===== src/rtl/dotl_monitor_if.sv =====
// Observation bus between the dice/traffic-light block and its monitor.
// The master side drives the sampled dotl signals; the slave side is the
// monitor, which returns lock and error status.
interface dotl_monitor_if #(
    parameter int ERR_W = 8
);
    logic             sel;
    logic             button;
    logic [2:0]       result;
    logic             locked;
    logic             err;
    logic             err_sticky;
    logic [ERR_W-1:0] err_count;

    modport master (
        output sel, button, result,
        input  locked, err, err_sticky, err_count
    );

    modport slave (
        input  sel, button, result,
        output locked, err, err_sticky, err_count
    );
endinterface


===== src/rtl/dotl_monitor.sv =====
// Passive checker for the dotl result bus. Tracks the expected next value
// for dice and traffic-light modes and counts illegal encodings/transitions.
// Optional statistics counters are enabled with DOTL_MON_STATS_EN.
//
// state | meaning
// ------+-----------------------------------------------------------
// SYNC  | no reference yet; only legality of result is checked
// TRACK | locked; result is compared against the predicted value
module dotl_monitor #(
    parameter int ERR_W = 8
) (
    input  logic        clk,
    input  logic        rst,
    dotl_monitor_if.slave bus
`ifdef DOTL_MON_STATS_EN
    ,
    output logic [15:0] tl_cycles,
    output logic [15:0] dice_wraps
`endif
);
    typedef enum logic {SYNC = 1'b0, TRACK = 1'b1} state_t;

    state_t           r_state;
    state_t           w_next;
    logic [2:0]       r_result_q;
    logic             r_sel_q;
    logic             r_button_q;
    logic             r_err;
    logic             r_err_sticky;
    logic [ERR_W-1:0] r_err_count;

    logic             w_mode_chg;
    logic             w_legal;
    logic             w_checking;
    logic             w_viol;
    logic [2:0]       w_expect;

    function automatic logic is_legal(input logic mode, input logic [2:0] v);
        if (!mode) return (v != 3'd0) && (v != 3'd7);
        return (v == 3'b100) || (v == 3'b110) || (v == 3'b001) || (v == 3'b010);
    endfunction

    function automatic logic [2:0] predict(input logic mode, input logic btn,
                                           input logic [2:0] q);
        if (!mode) begin
            if (!btn)      return q;
            if (q == 3'd6) return 3'd1;
            return q + 3'd1;
        end
        case (q)
            3'b100:  return 3'b110;
            3'b110:  return 3'b001;
            3'b001:  return 3'b010;
            default: return 3'b100;
        endcase
    endfunction

    // State and history registers, plus error bookkeeping.
    always_ff @(posedge clk) begin
        if (rst) begin
            r_state      <= SYNC;
            r_result_q   <= 3'd0;
            r_sel_q      <= 1'b0;
            r_button_q   <= 1'b0;
            r_err        <= 1'b0;
            r_err_sticky <= 1'b0;
            r_err_count  <= '0;
        end else begin
            r_state      <= w_next;
            r_result_q   <= bus.result;
            r_sel_q      <= bus.sel;
            r_button_q   <= bus.button;
            r_err        <= w_viol;
            r_err_sticky <= r_err_sticky | w_viol;
            if (w_viol && (r_err_count != '1))
                r_err_count <= r_err_count + ERR_W'(1);
        end
    end

    // Next state: a mode change or SYNC only checks legality; TRACK also
    // compares against the prediction. Either way a legal value (re)locks.
    always_comb begin
        w_mode_chg = (bus.sel != r_sel_q);
        w_legal    = is_legal(bus.sel, bus.result);
        w_expect   = predict(r_sel_q, r_button_q, r_result_q);
        w_checking = (r_state == TRACK) && !w_mode_chg;
        w_viol     = w_checking ? (bus.result != w_expect) : !w_legal;
        w_next     = w_legal ? TRACK : SYNC;
    end

    // Status outputs.
    always_comb begin
        bus.locked     = (r_state == TRACK);
        bus.err        = r_err;
        bus.err_sticky = r_err_sticky;
        bus.err_count  = r_err_count;
    end

`ifdef DOTL_MON_STATS_EN
    logic [15:0] r_tl_cycles;
    logic [15:0] r_dice_wraps;
    logic        w_tl_step;
    logic        w_dice_wrap;

    // Completed light cycles (amber -> red) and dice wraps (6 -> 1).
    always_comb begin
        w_tl_step   = w_checking && r_sel_q && (r_result_q == 3'b010) &&
                      (bus.result == 3'b100);
        w_dice_wrap = w_checking && !r_sel_q && r_button_q &&
                      (r_result_q == 3'd6) && (bus.result == 3'd1);
    end

    // Statistics counters wrap freely.
    always_ff @(posedge clk) begin
        if (rst) begin
            r_tl_cycles  <= 16'd0;
            r_dice_wraps <= 16'd0;
        end else begin
            if (w_tl_step)   r_tl_cycles  <= r_tl_cycles + 16'd1;
            if (w_dice_wrap) r_dice_wraps <= r_dice_wraps + 16'd1;
        end
    end

    assign tl_cycles  = r_tl_cycles;
    assign dice_wraps = r_dice_wraps;
`endif
endmodule


===== src/flat_wrapper.sv =====
// flat-port wrapper written by rule: the top's interface ports become plain ports
module dotl_monitor_flat 
#(
    parameter int ERR_W = 8
)
  (clk, rst, bus_sel, bus_button, bus_result, bus_locked, bus_err, bus_err_sticky, bus_err_count);
  dotl_monitor_if #(.ERR_W(ERR_W)) bus_i ();
  input  logic clk;
  input  logic rst;
  input wire logic [$bits(bus_i.sel)-1:0] bus_sel;
  input wire logic [$bits(bus_i.button)-1:0] bus_button;
  input wire logic [$bits(bus_i.result)-1:0] bus_result;
  output wire logic [$bits(bus_i.locked)-1:0] bus_locked;
  output wire logic [$bits(bus_i.err)-1:0] bus_err;
  output wire logic [$bits(bus_i.err_sticky)-1:0] bus_err_sticky;
  output wire logic [$bits(bus_i.err_count)-1:0] bus_err_count;
  assign bus_i.sel = bus_sel;
  assign bus_i.button = bus_button;
  assign bus_i.result = bus_result;
  assign bus_locked = bus_i.locked;
  assign bus_err = bus_i.err;
  assign bus_err_sticky = bus_i.err_sticky;
  assign bus_err_count = bus_i.err_count;
  dotl_monitor #(.ERR_W(ERR_W)) u_core (.clk(clk), .rst(rst), .bus(bus_i));
endmodule

===== config.mk =====
export PLATFORM = sky130hd
export DESIGN_NAME = dotl_monitor_flat
export DESIGN_NICKNAME = d
export VERILOG_FILES = /design/src/rtl/dotl_monitor_if.sv /design/src/rtl/dotl_monitor.sv /design/src/flat_wrapper.sv
export SDC_FILE = /design/constraint.sdc
export NUM_CORES = 1
export LEC_CHECK = 0
export ABC_AREA = 1
export BUFFER_PORTS_ARGS = -buffer_cell sky130_fd_sc_hd__buf_2
export CAP_MARGIN = 20
export CELL_PAD_IN_SITES_DETAIL_PLACEMENT = 0
export CELL_PAD_IN_SITES_GLOBAL_PLACEMENT = 1
export CORE_MARGIN = 1.5
export CORE_UTILIZATION = 37
export CTS_CLUSTER_DIAMETER = 80
export CTS_CLUSTER_SIZE = 28
export DETAILED_ROUTE_END_ITERATION = 10
export PLACE_DENSITY = 0.85
export SKIP_CTS_REPAIR_TIMING = 1
export SLEW_MARGIN = 40
export SYNTH_ARGS = -nofsm -noshare
export SYNTH_HDL_FRONTEND = slang
export SYNTH_SLANG_ARGS = --single-unit

===== constraint.sdc =====
create_clock -name clk -period 1.6 [get_ports clk]
set_input_delay 0.32 -clock clk [delete_from_list [all_inputs] [get_ports clk]]
set_output_delay 0.32 -clock clk [all_outputs]
set_load 0.01 [all_outputs]

Word-level counts from Yosys, hierarchy flattened

Index checks and enable logic that the tools add are counted.

Word-level logic and storage cells: 44
Register bits: 16
Output and inout port bits: 11
Input bits: 7

Mux-type cells: 14
Reductions and logical operators: 9
Add/sub/neg operators: 2
Bitwise operators: 1
Equality and inequality tests: 11

Operators with widths:

| operator                                                               | count |
|---|---|
| 3-bit 2-to-1 mux                                                       | 5 |
| 3-bit equality test (second input constant)                            | 4 |
| 3-bit one-hot mux with 3 select lines                                  | 1 |
| 8-bit by 1-bit adder with 8-bit output (second input constant)         | 1 |
| 1-bit 2-to-1 mux                                                       | 8 |
| 8-bit != test (second input constant)                                  | 1 |
| 3-bit by 1-bit equality test with 1-bit output (second input constant) | 2 |
| 3-bit by 1-bit adder with 3-bit output (second input constant)         | 1 |
| 3-bit by 2-bit equality test with 1-bit output (second input constant) | 1 |
| 1-bit logical AND                                                      | 3 |
| 1-bit logical OR                                                       | 3 |
| 3-bit != test                                                          | 1 |
| 3-bit != test (second input constant)                                  | 1 |
| 3-bit nonzero test                                                     | 1 |
| 1-bit zero test                                                        | 2 |
| 1-bit != test                                                          | 1 |
| 1-bit OR                                                               | 1 |

Longest topological paths before layout

Word-level depth: 10
Mapped depth: 12
Depth with buffers taken out: 12

Worst setup path before layout

No wires, ideal clock.

Kind: flip-flop to flip-flop
Start: register u_core.r_err_count[1] (netlist: u_core.bus.err_count[1])
End: register u_core.r_err_count[0] (netlist: u_core.bus.err_count[0])
Path slack: 0.171 ns
Cell stages (with the launch flop): 9
Data required time: 1.487 ns
Arrival time: 1.316 ns
Clock period less this slack: 1.429 ns
Buffers on the path: 0
Library setup time: 0.113 ns
Path through: dfxtp_1 -> ha_1 -> nand2_1 -> nor2_1 -> nand3_2 -> nand3_4 -> nand2_1 -> nand2_1 -> nor2_1

Longest elaborated chain between the ends: 2

Ends and longest elaborated chain:

| element                  | RTL line           | text |
|---|---|---|
| start: declaration       | dotl_monitor.sv:30 | `logic [ERR_W-1:0] r_err_count;` |
| start signal: assignment | dotl_monitor.sv:76 | `r_err_count <= r_err_count + ERR_W'(1);` |
| 8-bit != test            | dotl_monitor.sv:75 | `if (w_viol && (r_err_count != '1))` |
| 1-bit logical AND        | dotl_monitor.sv:75 |  |

Every way passes these cells.
A chain may end at the register's enable or synchronous reset.

Final worst setup path

Ends and elaborated chain as after synthesis.

==> summary.md <==
| Metric | Value |
|---|---|
| Outcome | complete, no violations |
| Leakage power | ~0.55 nW |
| Hold Path Class | in2reg |
| Die W | roughly 52 microns |
| Most frequent cell after synthesis | nand2_1 |
| M1 GR Usage | slightly above 20% |
| Synthesized net count | ~140 |
| FFs w/ async S/R, synth | 0% |
| Drt first pass iters | 4 |
| Clock buffer depth | 2 |
| CP Capture Type | flop |
| Crit Path Class | reg2reg |
| CTS tree | built |
| Tot Pwr | just under 0.9 mW |
| GRT busiest layer | met2 |
| CP dominant cell by count | nand2_1 |
| Worst path arrival time | ~1.7 ns |
| Vias | roughly 910 |
| Number of CTS-inserted buffers | 3 |
| Ant diodes | 0 |
| Top fanout value on the critical path | 9 |
| Crit share post-route | about nine tenths |
| Routed WL | between 1500 and 2000 microns |
| Dominant synthesized flop cell | dfxtp_1 |
| Post-synth top area cell | dfxtp_1 |
| Wire length of the first global-routing pass | around 3200 microns |
| Yosys warnings | 0 |
| Final Net Count | roughly 170 |
| I/O Buffers | 17 |
| Final worst clock skew | around 0.0064 ns |
| Post-synth EDFFs | 0 |
| Core area | 2255 sq um |
| Vias in the first global route | between 700 and 800 |
| Max stage delay on crit path | ~0.35 ns |
| Layout Area Growth over Synthesis | 22.14% |
| Fraction of layout cells with a size suffix above 1 | approximately 26% |
| Pins Over Slew Limit | 0 |
| Clock period minus worst slack | 1.464 ns |
| P per Cell Area | 799.9 nW/um^2 |
| Slowest CP cell | dfxtp_1 |
| Total global-route track usage | between 15 and 20% |
| Yosys reg bits | 16 |
| Starting DRT DRC Count | 22 |
| Share of the synthesized area in the top cell type | between 30 and 40% |
| Initial antenna violation count | 0 |
| Routed Antenna Nets | 0 |
| Largest net degree at the start of global routing | 15 |
| Clock Sinks | 16 |
| Dominant cells by area after synthesis | dfxtp_1 36%, nand2_1 15%, nor2_1 7.5% |
| Grt met3 use | approximately 1.7% |
| Clock-pin slew on the worst setup and hold paths | approximately 0.10 ns |
| DR DRC count | 0 |
| Later-pin clock latency in the skew report | 0.30 ns |
| Unique masters post-synth | 20 |
| CP Cell Sequence | ha_1, nand2_1, nor2_1, nand3_2, nand3_2, nand2_1, nand2_1, nor2_1 |
| Overflow after GRT | 0 |
| WP data required | roughly 1.8 ns |
| Setup TNS | 0 ns |
| Fmax | 0.6828 GHz |
| Worst VDD drop | ~0.00047 V |
| Grt met2 use | 26.79% |
| Max-Cap Viols | 0 |
| Effective utilization at floorplan | ~40% |
| Post-synthesis cell area | between 800 and 900 sq um |
| Slew headroom | between 80% and 90% |
| Slew @ Worst Pin | between 0.2 and 0.3 ns |
| Syn_area_per_cell | ~6.8 sq um |
| Routed wire per std cell | 10.60 microns |
| Seq/Total Area, Yosys | 35.65% |
| Clock Tree Root | clkbuf_4 |
| Ports | 18 |
| Final number of hold-violating endpoints | 0 |
| H-Tree Depth | 1 |
| Vias per cell | about 4.9 |
| Die height | between 50 and 60 microns |
| Die area | 2733 sq um |
| Final GP Congestion | roughly 0.75 |
| Setup repair after global routing missed its margin | no |
| Final setup viols | 0 |
| Top cells by count, synth | 35 x nand2_1, 18 x nor2_1, 16 x dfxtp_1 |
| CP startpoint kind | flop |
| Cells after synthesis | approximately 130 |
| Hpwl dp | between 1000 and 1500 microns |
| # rows | 17 |
## critical path: cells and delay by family (launching register included)
| family | cells | cell delay (ns) |
|---|---|---|
| flip-flops | 1 | 0.35 |
| adder cells (fa/ha/maj) | 1 | 0.18 |
| AND/OR/NAND/NOR | 7 | 0.84 |
## sequential cells by signal, indices dropped and copies added, names as in the netlist
name and flops:
u_core.bus.err_count 8, u_core.r_result_q 3, u_core.bus.err 1, u_core.bus.err_sticky 1, u_core.bus.locked 1, u_core.r_button_q 1, u_core.r_sel_q 1
## cells by family after synthesis
kind of cell | Yosys count | share of synthesized area (%)
xor gates and xnor gates | 6 | 5.851
and+or+nand+nor | 80 | 42.76
DFF | 16 | 35.65
adders and majority gates | 1 | 1.393
buffers and inverters | 19 | 7.938
AOI/OAI and AO/OA | 11 | 6.406
## final cells by class
type                            instances  area (sq um)
Tap cell                               28         35.03
Inverter                               18         67.56
Multi-Input combinational cell         99         519.2
Clock buffer                            4         36.28
Fill cell                             229          1157
Sequential cell                        16         324.1
Timing Repair Buffer                   21         115.1
## routing by layer
layer	part of all wire (%)	routed length [microns]	vias up
met1	50	995	413
met3	2.5	50	2
met4	1.1	21	0
met2	46	903	11
li1	-	-	482
met5	0	0	-
## cells in the final DEF (no fill, tap or decap), types with 3 or more instances in the layout
cell type / count
nand2_1: 35
nor2_1: 17
buf_2: 17
inv_1: 15
dfxtp_1: 13
nand3_1: 11
nand4_1: 8
a21oi_1: 8
buf_4: 4
inv_2: 3
nor2_2: 3
xnor2_1: 3
xor2_1: 3
clkbuf_4: 3
dfxtp_2: 3
## final timing paths
check	from	to	slack, ns	depth (start not counted)
max	u_core.bus.err_count[1]	u_core.bus.err_count[0]	0.14	8
min	bus_button	u_core.r_button_q	0.22	3
max reg2reg	u_core.bus.err_count[1]	u_core.bus.err_count[0]	0.14	8
min reg2reg	u_core.bus.err_sticky	u_core.bus.err_sticky	0.46	2
## per-stage QoR
step / cell area (sq um) / setup slack [ns] / utilization [%] / cells / hold WS (ns)
finish: 1097 / 0.1355 / 48.67 / 186 / 0.2175
global route: 1097 / 0.005545 / 48.67 / 186 / 0.2579
CTS: 1081 / 0.1270 / 47.95 / 185 / 0.2274
detailed placement: 1045 / 0.1000 / 46.34 / 181 / 0.4393
global placement: 1045 / 0.1303 / 46.34 / 181 / 0.4394
floorplan: 898.4 / 0.1707 / - / 133 / 0.3891
## power by group
part / internal, mW / switching, mW
Combinational: 0.0625 / 0.100
Clock: 0.139 / 0.140
Sequential: 0.420 / 0.0158
Power figures use the tool's default switching activity.
